**config.mk**
```make
export PLATFORM = sky130hd
export DESIGN_NAME = bcd_seq_controller
export DESIGN_NICKNAME = d
export VERILOG_FILES = /design/src/rtl/bcd_seq_pkg.sv /design/src/rtl/rr_arbiter_2.sv /design/src/rtl/bcd_seq_controller.sv
export SDC_FILE = /design/constraint.sdc
export NUM_CORES = 1
export LEC_CHECK = 0
export CORE_UTILIZATION = 41
export DETAILED_ROUTE_END_ITERATION = 10
export PLACE_DENSITY = 0.8
export SYNTH_ARGS = -nofsm -noshare
export SYNTH_HDL_FRONTEND = slang
export SYNTH_SLANG_ARGS = --single-unit
export TNS_END_PERCENT = 100
```
**constraint.sdc**
```tcl
create_clock -name clk -period 1.85 [get_ports clk]
set_input_delay 0.2775 -clock clk [delete_from_list [all_inputs] [get_ports clk]]
set_output_delay 0.2775 -clock clk [all_outputs]
set_load 0.05 [all_outputs]
```
**src/rtl/bcd_seq_pkg.sv**
```systemverilog
// Shared types and constants for the double-dabble sequencing controller.
// Holds the state encoding and the BCD digit-range check.
package bcd_seq_pkg;

  typedef enum logic [2:0] {
    IDLE    = 3'd0,
    LOAD    = 3'd1,
    SHIFT   = 3'd2,
    CAPTURE = 3'd3,
    HOLD    = 3'd4
  } state_t;

  localparam int WIDTH_DEFAULT  = 8;
  localparam int DIGITS_DEFAULT = 3;
  // Upper bound on DIGITS; the range check works on a vector of this size.
  localparam int MAX_DIGITS     = 8;
  localparam logic [3:0] BCD_MAX_NIBBLE = 4'd9;

  // High when any of the low ndig nibbles is outside 0..9.
  function automatic logic nibble_err(input logic [4*MAX_DIGITS-1:0] bcd,
                                      input int ndig);
    logic err;
    err = 1'b0;
    for (int i = 0; i < MAX_DIGITS; i++) begin
      if ((i < ndig) && (bcd[4*i +: 4] > BCD_MAX_NIBBLE)) err = 1'b1;
    end
    return err;
  endfunction

endpackage

```
**src/rtl/rr_arbiter_2.sv**
```systemverilog
// Two-input round-robin arbiter, purely combinational.
// The requester that did not win last time has priority under contention.
module rr_arbiter_2 (
  input  logic [1:0] valid,
  input  logic       last_grant,
  output logic [1:0] grant
);

  always_comb begin
    grant    = 2'b00;
    grant[0] = valid[0] & (~valid[1] | last_grant);
    grant[1] = valid[1] & (~valid[0] | ~last_grant);
  end

endmodule

```
**src/rtl/bcd_seq_controller.sv**
```systemverilog
// Sequencer for the serial binary-to-BCD datapath: arbitrate, load/clear,
// step WIDTH shift cycles, capture the nibbles and hold them for the consumer.
module bcd_seq_controller
  import bcd_seq_pkg::*;
#(
  parameter int WIDTH  = WIDTH_DEFAULT,
  parameter int DIGITS = DIGITS_DEFAULT
) (
  input  logic                clk,
  input  logic                reset,
  input  logic                req0_valid,
  input  logic [WIDTH-1:0]    req0_data,
  output logic                req0_ready,
  input  logic                req1_valid,
  input  logic [WIDTH-1:0]    req1_data,
  output logic                req1_ready,
  output logic                dp_load,
  output logic                dp_clear,
  output logic                dp_shift,
  output logic [WIDTH-1:0]    dp_data,
  input  logic [4*DIGITS-1:0] dp_bcd,
  output logic                res_valid,
  input  logic                res_ready,
  output logic [4*DIGITS-1:0] res_bcd,
  output logic                res_id,
  output logic                res_err,
  output logic                busy
);

  localparam int CW = (WIDTH > 1) ? $clog2(WIDTH) : 1;
  localparam logic [CW-1:0] CNT_LAST = CW'(WIDTH - 1);

  state_t                state_reg, state_next;
  logic [CW-1:0]         cnt_reg;
  logic [WIDTH-1:0]      op_reg;
  logic                  last_grant_reg;
  logic                  res_valid_reg;
  logic                  res_id_reg;
  logic                  res_err_reg;
  logic [4*DIGITS-1:0]   res_bcd_reg;
  logic [1:0]            grant;
  logic                  idle;
  logic                  accept;
  logic [4*MAX_DIGITS-1:0] bcd_ext;

  rr_arbiter_2 u_arb (
    .valid      ({req1_valid, req0_valid}),
    .last_grant (last_grant_reg),
    .grant      (grant)
  );

  assign idle       = (state_reg == IDLE);
  assign accept     = idle & (|grant);
  // Readies are forced low while reset is held so every output reads 0.
  assign req0_ready = idle & grant[0] & ~reset;
  assign req1_ready = idle & grant[1] & ~reset;
  assign busy       = ~idle;
  assign res_valid  = res_valid_reg;
  assign res_bcd    = res_bcd_reg;
  assign res_id     = res_id_reg;
  assign res_err    = res_err_reg;
  assign bcd_ext    = (4*MAX_DIGITS)'(dp_bcd);

  always_comb begin
    state_next = state_reg;
    dp_load    = 1'b0;
    dp_clear   = 1'b0;
    dp_shift   = 1'b0;
    dp_data    = '0;
    case (state_reg)
      IDLE:    if (accept) state_next = LOAD;
      LOAD: begin
        dp_load    = 1'b1;
        dp_clear   = 1'b1;
        dp_data    = op_reg;
        state_next = SHIFT;
      end
      SHIFT: begin
        dp_shift = 1'b1;
        dp_data  = op_reg;
        if (cnt_reg == CNT_LAST) state_next = CAPTURE;
      end
      CAPTURE: state_next = HOLD;
      HOLD:    if (res_ready) state_next = IDLE;
      default: state_next = IDLE;
    endcase
  end

  always_ff @(posedge clk or posedge reset) begin
    if (reset) begin
      state_reg      <= IDLE;
      cnt_reg        <= '0;
      op_reg         <= '0;
      last_grant_reg <= 1'b1;
      res_valid_reg  <= 1'b0;
      res_id_reg     <= 1'b0;
      res_err_reg    <= 1'b0;
      res_bcd_reg    <= '0;
    end else begin
      state_reg <= state_next;
      case (state_reg)
        IDLE: begin
          if (accept) begin
            op_reg         <= grant[1] ? req1_data : req0_data;
            res_id_reg     <= grant[1];
            last_grant_reg <= grant[1];
          end
        end
        LOAD:  cnt_reg <= '0;
        SHIFT: cnt_reg <= cnt_reg + 1'b1;
        CAPTURE: begin
          res_bcd_reg   <= dp_bcd;
          res_err_reg   <= nibble_err(bcd_ext, DIGITS);
          res_valid_reg <= 1'b1;
        end
        HOLD: if (res_ready) res_valid_reg <= 1'b0;
        default: ;
      endcase
    end
  end

endmodule

```
==> results of run 1 <==
## metrics by stage
step	instances	hold WS (ns)	util (%)	setup TNS (ns)
global route	233	0.382	76.9	-0.761
global placement	216	0.487	71.4	0
floorplan	108	0.340	-	-0.0730
finish	233	0.370	76.9	-0.00608
detailed placement	216	0.497	71.4	0
CTS	233	0.368	76.9	-0.0204
## placed cells by master (no fill, tap or decap), types with 2 or more instances in the layout
cell	netlist	layout
a21oi_1	3	3
a22o_1	2	2
a31oi_1	2	2
and2_4	0	8
buf_12	0	13
buf_4	1	15
clkbuf_4	0	5
clkbuf_8	0	3
clkdlybuf4s50_1	0	46
dfrtp_1	29	26
dfrtp_2	0	3
ha_1	2	2
inv_4	1	2
mux2_2	14	14
nand2_1	3	3
nand3_4	2	2
nor2_1	6	3
nor2_4	0	3
nor3b_4	0	2
o21ai_0	3	3
o21bai_1	8	8
o221a_1	8	8
## kinds of logic after synthesis
| family | count (synthesis) | share of synthesized area [%] |
|---|---|---|
| compound gates | 27 | 15.6 |
| fa+ha+maj | 2 | 1.79 |
| buf+inv | 6 | 3.13 |
| flops | 30 | 53.8 |
| mux | 14 | 11.3 |
| simple gates | 29 | 14.5 |
## power by group
group	leakage, µW	switching, µW	internal, µW
Clock	0.0000446	217	259
Sequential	0.000346	234	989
Combinational	0.000645	2070	1800
Total	0.00104	2520	3040
## area by class of cell
class	count	area, µm²	area share [%]
sequential	30	756	31.2
multi-input combinational	72	663	27.3
inverter	3	16.3	0.670
timing repair buffer	76	857	35.3
tap	44	55.1	2.27
clock buffer	8	78.8	3.25
## layer usage
layer | vias up | wire length [µm] | global-route usage [%] | share of wire, %
met5 | - | 0 | 0 | 0
met1 | 591 | 1420 | 24.2 | 38
met3 | 6 | 283 | 8.10 | 7.7
li1 | 559 | - | - | -
met4 | 0 | 50 | 8.12 | 1.4
met2 | 58 | 1940 | 41.3 | 52
## worst reg2reg max path: stages (launching register included)
cell and delay [ns]:
dfrtp_2 0.48, buf_4 0.15, buf_4 0.10, and2b_1 0.19, nand2_2 0.25, mux2_2 0.39
## path summary, 6_finish.rpt
kind	end	slack [ns]	from
hold / removal	state_reg[1]	0.37	reset
max in group asynchronous	state_reg[2]	0.95	reset
setup / recovery	req0_ready	-0.006	state_reg[0]
setup reg to reg	res_bcd[8]	0.18	state_reg[2]
hold reg to reg	res_bcd[5]	0.51	res_bcd[5]
min in group clk	res_bcd[5]	0.51	res_bcd[5]
## what timing repair did
item,4_1_cts,5_1_grt
resized for setup,8,1
pin swaps,3,0
hold endpoints to repair,0,0
hold buffers,0,0
buffers inserted,9,1
endpoints found under the setup margin,11,13
==> metrics.md, run 1 <==
| Metric | Value |
|---|---|
| Final period utilization | 100% |
| Vias | 1214 |
| Syn Inst Count | between 100 and 150 |
| EDFF count, synth | 0 |
| Total power | 5560 µW |
| Synth warn | 0 |
| Leak Pwr | 0.00104 µW |
| Row cnt | 20 |
| Hold Path Class | primary input to async pin |
| DP HPWL | 2630 µm |
| Initial antenna violation count | 0 |
| Starting Density | between 40% and 50% |
| Critical Path AT | approximately 1.6 ns |
| Outcome | finished, violations left |
| CP required | ~1.6 ns |
| Violated checks | negative setup slack |
| Netlist Area Pre-Place | 1400 µm² |
| Die X | 60.4 µm |
| CTS sink cnt | 30 |
| Fraction of layout cells with a size suffix above 1 | 39.7% |
| Final setup vio count | 1 |
| Tmin final | 1.86 ns |
| Number of nets in the layout | 223 |
| Gr ovfl total | 0 |
| Pwr per Cell Area | 2290 nW/µm² |
| Max IR drop VDD | 1.34 mV |
| Async SR Flop Fraction | 100% |
| Post-Route WL | 3700 µm |
| Setup Skew | 0.00753 ns |
| TritonCTS clock tree | done |
| GPL Wtd Cong | 0.712 |
| Antenna diodes | 0 |
| Num CTS Buffers | 5 |
| Worst reg2reg path depth | 5 |
| Normalized max-slew margin | 59.1% |
| Crit-path max FO | 5 |
| Top post-synthesis cells by area | dfrtp_1, mux2_2, o221a_1, o21bai_1, and2_1 |
| Drt first pass iters | 4 |
| DRC viols | 0 |
| Top-count cell post-synth | dfrtp_1 |
| IO Port Bufs | 61 |
| Critical Path Start Type | flop |
| Die area | 3650 µm² |
| CTS H-Tree Depth | 2 |
| Clk pin slew, worst setup/hold paths | 0.09 ns |
| Area growth, synth to finish | 73.4% |
| Final instance area | about 2400 µm² |
| I/O Pins | 62 |
| Iteration-0 DRC Markers | a little over 50 |
| Yosys reg bits | 30 |
| Setup ws final | -0.00608 ns |
| Post-Syn Nets | ~140 |
| Worst path depth | 5 |
| Slowest stage delay, CP | 0.48 ns |
| Clock tree buffer depth | 2 |
| Fin. max-slew vios | 0 |
| Cell taking the most area after synthesis | dfrtp_1 |
| Antenna Nets Post-Route | 0 |
| Seq/Total Area, Yosys | 53.8% |
| Max cap viols | 0 |
| Post-synth top cells | dfrtp_1, mux2_2, and2_1, o21bai_1, o221a_1 |
| Post-Place Worst Slack | about 0.12 ns |
| Filler Cell Count | 206 |
| Largest net degree at the start of global routing | 16 |
| Vias per inst | around 5.2 |
| Crit-path cells | nor3_4 > buf_6 > nand3_4 > nor2_4 > buf_12 |
| Yosys cell types | 30 |
| RSZ-0062 raised after global routing | yes |
| Fmax | 539 MHz |
| Post-synth top area share | 51.9% |
| Routed length per instance | between 15 and 20 µm |
| Setup CP Type | flop to primary output |
| Vias in the first global route | 1265 |
| Overall global routing resource usage | 22.7% |
| Syn Area/Cell | 13.0 µm² |
| Post-synth top flop | dfrtp_1 |
| Final hold viol count | 0 |
| Worst slew pin tran | 0.612 ns |
| CP Capture Type | primary output |
| Core ar. | 3150 µm² |
| Max FFs per register | 12 |
| Critical path's top delay family | simple AND/OR/NAND/NOR gates |
| Post-Place Cell Area | 2250 µm² |
| Clk root buf | clkbuf_4 |
| Buf/Inv on CP | 2 |
| CP max stage cell | dfrtp_2 |
| Worst-Skew Late Latency | between 0.3 and 0.4 ns |
| Die H | 60.4 µm |
| First-pass GRT wire length | 5880 µm |
No activity file was read; power rests on OpenSTA's default activity.
==> inputs of run 2 (changes only) <==
Settings changed: GPL_TIMING_DRIVEN set to 0, SETUP_SLACK_MARGIN set to 0.15.
==> metrics.md, run 2 (same netlist as run 1, synthesis figures left out) <==
| Metric | Value |
|---|---|
| CP max stage cell | dfrtp_2 (unchanged) |
| Clk root buf | clkbuf_4 (unchanged) |
| Worst path depth | 5 (unchanged) |
| Die area | 3650 µm² (unchanged) |
| Total power | 5240 µW (was 5560 µW) |
| First-pass GRT wire length | 5590 µm (was 5880 µm) |
| Vias in the first global route | 1286 (was 1265) |
| Max IR drop VDD | 1.33 mV (was 1.34 mV) |
| Worst-Skew Late Latency | 0.32 ns (was 0.33 ns) |
| Hold Path Class | flop to flop (was primary input to async pin) |
| Slowest stage delay, CP | 0.48 ns (about the same) |
| Met1 WL | 1430 µm (was 1420 µm) |
| Clk pin slew, worst setup/hold paths | 0.09 ns (about the same) |
| Normalized max-slew margin | 56.3% (was 59.1%) |
| Gr ovfl total | 0 (unchanged) |
| DRC viols | 0 (unchanged) |
| Fin. max-slew vios | 0 (unchanged) |
| Iteration-0 DRC Markers | 22 (was 51) |
| I/O Pins | 62 (unchanged) |
| Num CTS Buffers | 5 (unchanged) |
| DP HPWL | 2370 µm (was 2630 µm) |
| Crit-path max FO | 6 (was 5) |
| Register area | 754 µm² (was 756 µm²) |
| Setup Skew | 0.00299 ns (was 0.00753 ns) |
| Critical Path AT | 1.65 ns (was 1.58 ns) |
| Metal2 WL | 1750 µm (was 1940 µm) |
| Leak Pwr | 0.00102 µW (was 0.00104 µW) |
| Fraction of layout cells with a size suffix above 1 | 39.3% (was 39.7%) |
| Commonest non-fill, non-tap cells in the layout | clkdlybuf4s50_1, dfrtp_1, dlygate4sd2_1 (was clkdlybuf4s50_1, dfrtp_1, buf_4) |
| GPL Wtd Cong | 0.691 (was 0.712) |
| Filler Cell Count | 250 (was 206) |
| Vias | 1228 (was 1214) |
| Overall global routing resource usage | 21.2% (was 22.7%) |
| Setup ws final | -0.0760 ns (was -0.00608 ns) |
| Core ar. | 3150 µm² (unchanged) |
| Routed length per instance | 15.3 µm (was 15.9 µm) |
| Violated checks | negative setup slack (unchanged) |
| CP Capture Type | primary output (unchanged) |
| Final hold viol count | 0 (unchanged) |
| Die X | 60.4 µm (unchanged) |
| Critical path's top delay family | simple AND/OR/NAND/NOR gates (unchanged) |
| CTS sink cnt | 30 (unchanged) |
| Top Layer Used | met4 (unchanged) |
| Outcome | finished, violations left (unchanged) |
| Buf/Inv on CP | 2 (unchanged) |
| Antenna diodes | 0 (unchanged) |
| Row cnt | 20 (unchanged) |
| IO Port Bufs | 61 (unchanged) |
| Commonest non-fill, non-tap cell in the layout | clkdlybuf4s50_1 (unchanged) |
| Met3 Wirelength | 313 µm (was 283 µm) |
| Multi-input combinational cell area | 663 µm² (unchanged) |
| Area growth, synth to finish | 68.4% (was 73.4%) |
| Worst slew pin tran | 0.654 ns (was 0.612 ns) |
| Critical Path Start Type | flop (unchanged) |
| Die H | 60.4 µm (unchanged) |
| RSZ-0062 raised after global routing | yes (unchanged) |
| Drt first pass iters | 3 (was 4) |
| CTS H-Tree Depth | 2 (unchanged) |
| Largest net degree at the start of global routing | 31 (was 16) |
| Clock tree buffer depth | 2 (unchanged) |
| Post-Route WL | 3600 µm (was 3700 µm) |
| TritonCTS clock tree | done (unchanged) |
| Number of nets in the layout | 225 (was 223) |
| Crit-path cells | nor3b_4 > nor2_4 > clkinvlp_4 > and2_4 > buf_8 (was nor3_4 > buf_6 > nand3_4 > nor2_4 > buf_12) |
| Vias per inst | 5.23 (was 5.21) |
| Max cap viols | 0 (unchanged) |
| Final setup vio count | 9 (was 1) |
| CP required | 1.57 ns (about the same) |
| Pwr per Cell Area | 2230 nW/µm² (was 2290 nW/µm²) |
| Hold-critical path depth | 1 |
| Tmin final | 1.93 ns (was 1.86 ns) |
| Starting Density | 44.4% (unchanged) |
| Max FFs per register | 12 (unchanged) |
| Final period utilization | 104% (was 100%) |
| Initial antenna violation count | 0 (unchanged) |
| Antenna Nets Post-Route | 0 (unchanged) |
| Worst reg2reg path depth | 6 (was 5) |
| Fmax | 519 MHz (was 539 MHz) |
| Worst hold slack | 0.506 ns (was 0.370 ns) |
| Setup CP Type | flop to primary output (unchanged) |
[run 2: cell count changes in the layout (fill, tap and decap cells not counted), sizes merged]
cell / change
clkinvlp: +2
dlygate4sd2: +15
clkdlybuf4s50: -14
buf: +1
dlymetal6s2s: -1
inv: -1
[run 2: worst paths after layout]
kind                               from           end  slack (ns)
max                        state_reg[0]    dp_data[2]       -0.08
min                          res_bcd[1]    res_bcd[1]        0.51
min in group asynchronous         reset     op_reg[3]        0.54
min reg2reg                  res_bcd[1]    res_bcd[1]        0.51
max reg2reg                state_reg[0]     op_reg[4]        0.27
max in group asynchronous         reset  state_reg[2]        0.90
[run 2: power by group]
part / internal [µW] / total (µW) / switching [µW]
Sequential: 986 / 1180 / 198
Clock: 187 / 407 / 219
Combinational: 1580 / 3650 / 2080
Total: 2750 / 5240 / 2490
[run 2: cell type report]
class / instances / area share (%)
buffer: 3 / 1.27
inverter: 3 / 0.850
timing repair buffer: 74 / 32.6
clock buffer: 8 / 2.50
tap: 44 / 2.34
timing repair inverter: 1 / 0.319
multi-input combinational: 72 / 28.1
sequential: 30 / 32.0
[run 2: per-layer routing]
metal,GRT usage [%],vias to the layer above
met4,10.1,0
met3,7.46,10
met1,23.1,593
met2,36.7,59
li1,-,566
met5,0,-
[run 2: per-stage QoR]
| stage | utilization, % | cell area, µm² | setup slack, ns | std cells | TNS [ns] |
|---|---|---|---|---|---|
| 2_1_floorplan | - | 1460 | 0.0295 | 108 | 0 |
| 3_3_place_gp | 67.3 | 2120 | -0.488 | 213 | -4.61 |
| 3_5_place_dp | 67.3 | 2120 | -0.505 | 213 | -4.89 |
| 4_1_cts | 72.0 | 2270 | -0.111 | 231 | -0.724 |
| 5_1_grt | 74.7 | 2360 | -0.150 | 235 | -1.28 |
| 6_report | 74.7 | 2360 | -0.0760 | 235 | -0.569 |
[run 2: timing repair]
item | in CTS | in global routing
setup buffers | 9 | 4
pin swaps | 4 | 2
hold buffers | 0 | 0
endpoints found under the setup margin | 29 | 15
cloned | 1 | 0
endpoints found under the hold margin | 0 | 0
resized for setup | 118 | 15
==> inputs of run 3 (changes only) <==
Settings changed: CTS_CLUSTER_DIAMETER set to 100, MAX_ROUTING_LAYER set to met4.
==> metrics.md, run 3 (same netlist as run 1, synthesis figures left out) <==
| Metric | Value |
|---|---|
| Outcome | finished, violations left (unchanged) |
| Violated checks | negative setup slack (unchanged) |
| Part of the power in combinational logic | 69.7% (about the same) |
| Routed length per instance | 15.4 µm (was 15.3 µm) |
| Hold Path Class | flop to flop (unchanged) |
| CP Capture Type | primary output (unchanged) |
| Crit-path cells | nor3b_4 > nor2_4 > clkinvlp_4 > and2_4 > buf_8 (unchanged) |
| CP endpoint | dp_data[2] (unchanged) |
| GPL Wtd Cong | 0.698 (was 0.691) |
| Die area | 3650 µm² (unchanged) |
| Fmax | 518 MHz (was 519 MHz) |
| Flop pwr share | 22.6% (about the same) |
| Buf/Inv on CP | 2 (unchanged) |
| Worst-Skew Late Latency | 0.32 ns (about the same) |
| Initial antenna violation count | 0 (unchanged) |
| Final hold viol count | 0 (unchanged) |
| Row cnt | 20 (unchanged) |
| Worst path depth | 5 (unchanged) |
| Worst slew pin tran | 0.653 ns (was 0.654 ns) |
| Sw frac | 47.6% (about the same) |
| Fin. max-slew vios | 0 (unchanged) |
| Crit-path max FO | 6 (unchanged) |
| Clock tree buffer depth | 2 (unchanged) |
| Worst reg2reg path depth | 6 (unchanged) |
| Iteration-0 DRC Markers | 21 (was 22) |
| RR Endpoint | op_reg[4] (unchanged) |
| CTS sink cnt | 30 (unchanged) |
| Antenna diodes | 0 (unchanged) |
| Clock network power share | 7.8% (about the same) |
| Final setup vio count | 9 (unchanged) |
| Reg2Reg Setup Slack | 0.27 ns (about the same) |
| Commonest non-fill, non-tap cell in the layout | clkdlybuf4s50_1 (unchanged) |
| Utilization after layout | 74.7% (unchanged) |
| TritonCTS clock tree | done (unchanged) |
| Gr ovfl total | 0 (unchanged) |
| DP HPWL | 2370 µm (unchanged) |
| Pwr per Cell Area | 2230 nW/µm² (about the same) |
| Switching power | 2500 µW (was 2490 µW) |
| RSZ-0062 raised after global routing | yes (unchanged) |
| Slowest stage delay, CP | 0.48 ns (about the same) |
| CP max stage cell | dfrtp_2 (unchanged) |
| Setup ws final | -0.0807 ns (was -0.0760 ns) |
| Setup CP Type | flop to primary output (unchanged) |
| IO Port Bufs | 61 (unchanged) |
| Largest net degree at the start of global routing | 31 (unchanged) |
| Post-Place Worst Slack | -0.505 ns (unchanged) |
| Die X | 60.4 µm (unchanged) |
| Clk root buf | clkbuf_4 (unchanged) |
| Tmin final | 1.93 ns (about the same) |
| Max FFs per register | 12 (unchanged) |
| Post-Route WL | 3610 µm (was 3600 µm) |
| Critical Path AT | 1.65 ns (about the same) |
| Drt first pass iters | 3 (unchanged) |
| CP required | 1.57 ns (about the same) |
| Vias per inst | 5.23 (unchanged) |
| First-pass GRT wire length | 5580 µm (was 5590 µm) |
| Clk pin slew, worst setup/hold paths | 0.09 ns (about the same) |
| Fraction of layout cells with a size suffix above 1 | 39.3% (unchanged) |
| Critical path's top delay family | simple AND/OR/NAND/NOR gates (unchanged) |
| Starting Density | 44.4% (unchanged) |
| Normalized max-slew margin | 56.4% (was 56.3%) |
| Final period utilization | 104% (about the same) |
| Core ar. | 3150 µm² (unchanged) |
| P_int | 2750 µW (about the same) |
| Cts hold-fix bufs | 0 (unchanged) |
| Placed cell count | 213 (unchanged) |
| Vias in the first global route | 1289 (was 1286) |
| Commonest non-fill, non-tap cells in the layout | clkdlybuf4s50_1, dfrtp_1, dlygate4sd2_1 (unchanged) |
| Number of nets in the layout | 225 (unchanged) |
| Final setup TNS | -0.569 ns (about the same) |
| I/O Pins | 62 (unchanged) |
| Area growth, synth to finish | 68.4% (unchanged) |
| Setup Skew | 0.00242 ns (was 0.00299 ns) |
| Num CTS Buffers | 5 (unchanged) |
| Antenna Nets Post-Route | 0 (unchanged) |
| Leak Pwr | 0.00102 µW (unchanged) |
| Critical Path Start Type | flop (unchanged) |
| CTS H-Tree Depth | 2 (unchanged) |
| Die H | 60.4 µm (unchanged) |
| Crit path from | state_reg[0] (unchanged) |
| Final Non-Filler Cells | 235 (unchanged) |
| DRC viols | 0 (unchanged) |
| Max cap viols | 0 (unchanged) |
| Vias | 1228 (unchanged) |
| Overall global routing resource usage | 21.9% (was 21.2%) |
| Max IR drop VDD | 1.33 mV (about the same) |
| R2r startpoint | state_reg[0] (unchanged) |
## run 3: cell counts in the layout (fill, tap and decap cells not counted)
No cell type changed its count.
## run 3: layout make-up
type                       count  area, µm²
fill                         250        797
clock buffer                   8       58.8
tap                           44       55.1
timing repair inverter         1       7.51
sequential                    30        754
multi-input combinational     72        663
timing repair buffer          74        767
inverter                       3       20.0
buffer                         3       30.0
## run 3: timing repair
action | 4_1_cts | 5_1_grt
pin swaps | 4 | 2
cloned | 1 | 0
setup endpoints to repair | 29 | 15
setup buffers | 9 | 4
resized for setup | 118 | 15
## run 3: per-stage QoR
| step | hold slack (ns) | area [µm²] | power (µW) |
|---|---|---|---|
| floorplan | 0.340 | 1460 | 3470 |
| global placement | 0.486 | 2120 | 4340 |
| detailed placement | 0.494 | 2120 | 4390 |
| CTS | 0.510 | 2270 | 5040 |
| global route | 0.520 | 2360 | 5500 |
| finish | 0.506 | 2360 | 5250 |
## run 3: power groups by stage
stage	Combinational, µW	Clock, µW	Sequential (µW)
global route	3840	443	1220
CTS	3440	419	1190
detailed placement	3200	0	1200
floorplan	1720	0	1750
global placement	3160	0	1180
finish	3650	408	1180
## run 3: per-layer routing
metal | track usage (%) | routed length [µm]
met1 | 23.7 | 1460
met2 | 36.9 | 1760
met3 | 6.40 | 279
met4 | 10.1 | 102
met5 | - | 0
## run 3: worst min-delay path by stage
stage,startpoint,to,depth (start not counted)
2_1_floorplan,req0_valid,last_grant_reg,1
3_5_place_dp,res_bcd[11],res_bcd[11],1
3_3_place_gp,res_bcd[5],res_bcd[5],1
4_1_cts,res_bcd[11],res_bcd[11],1
5_1_grt,res_bcd[3],res_bcd[3],1
6_report,res_bcd[1],res_bcd[1],1
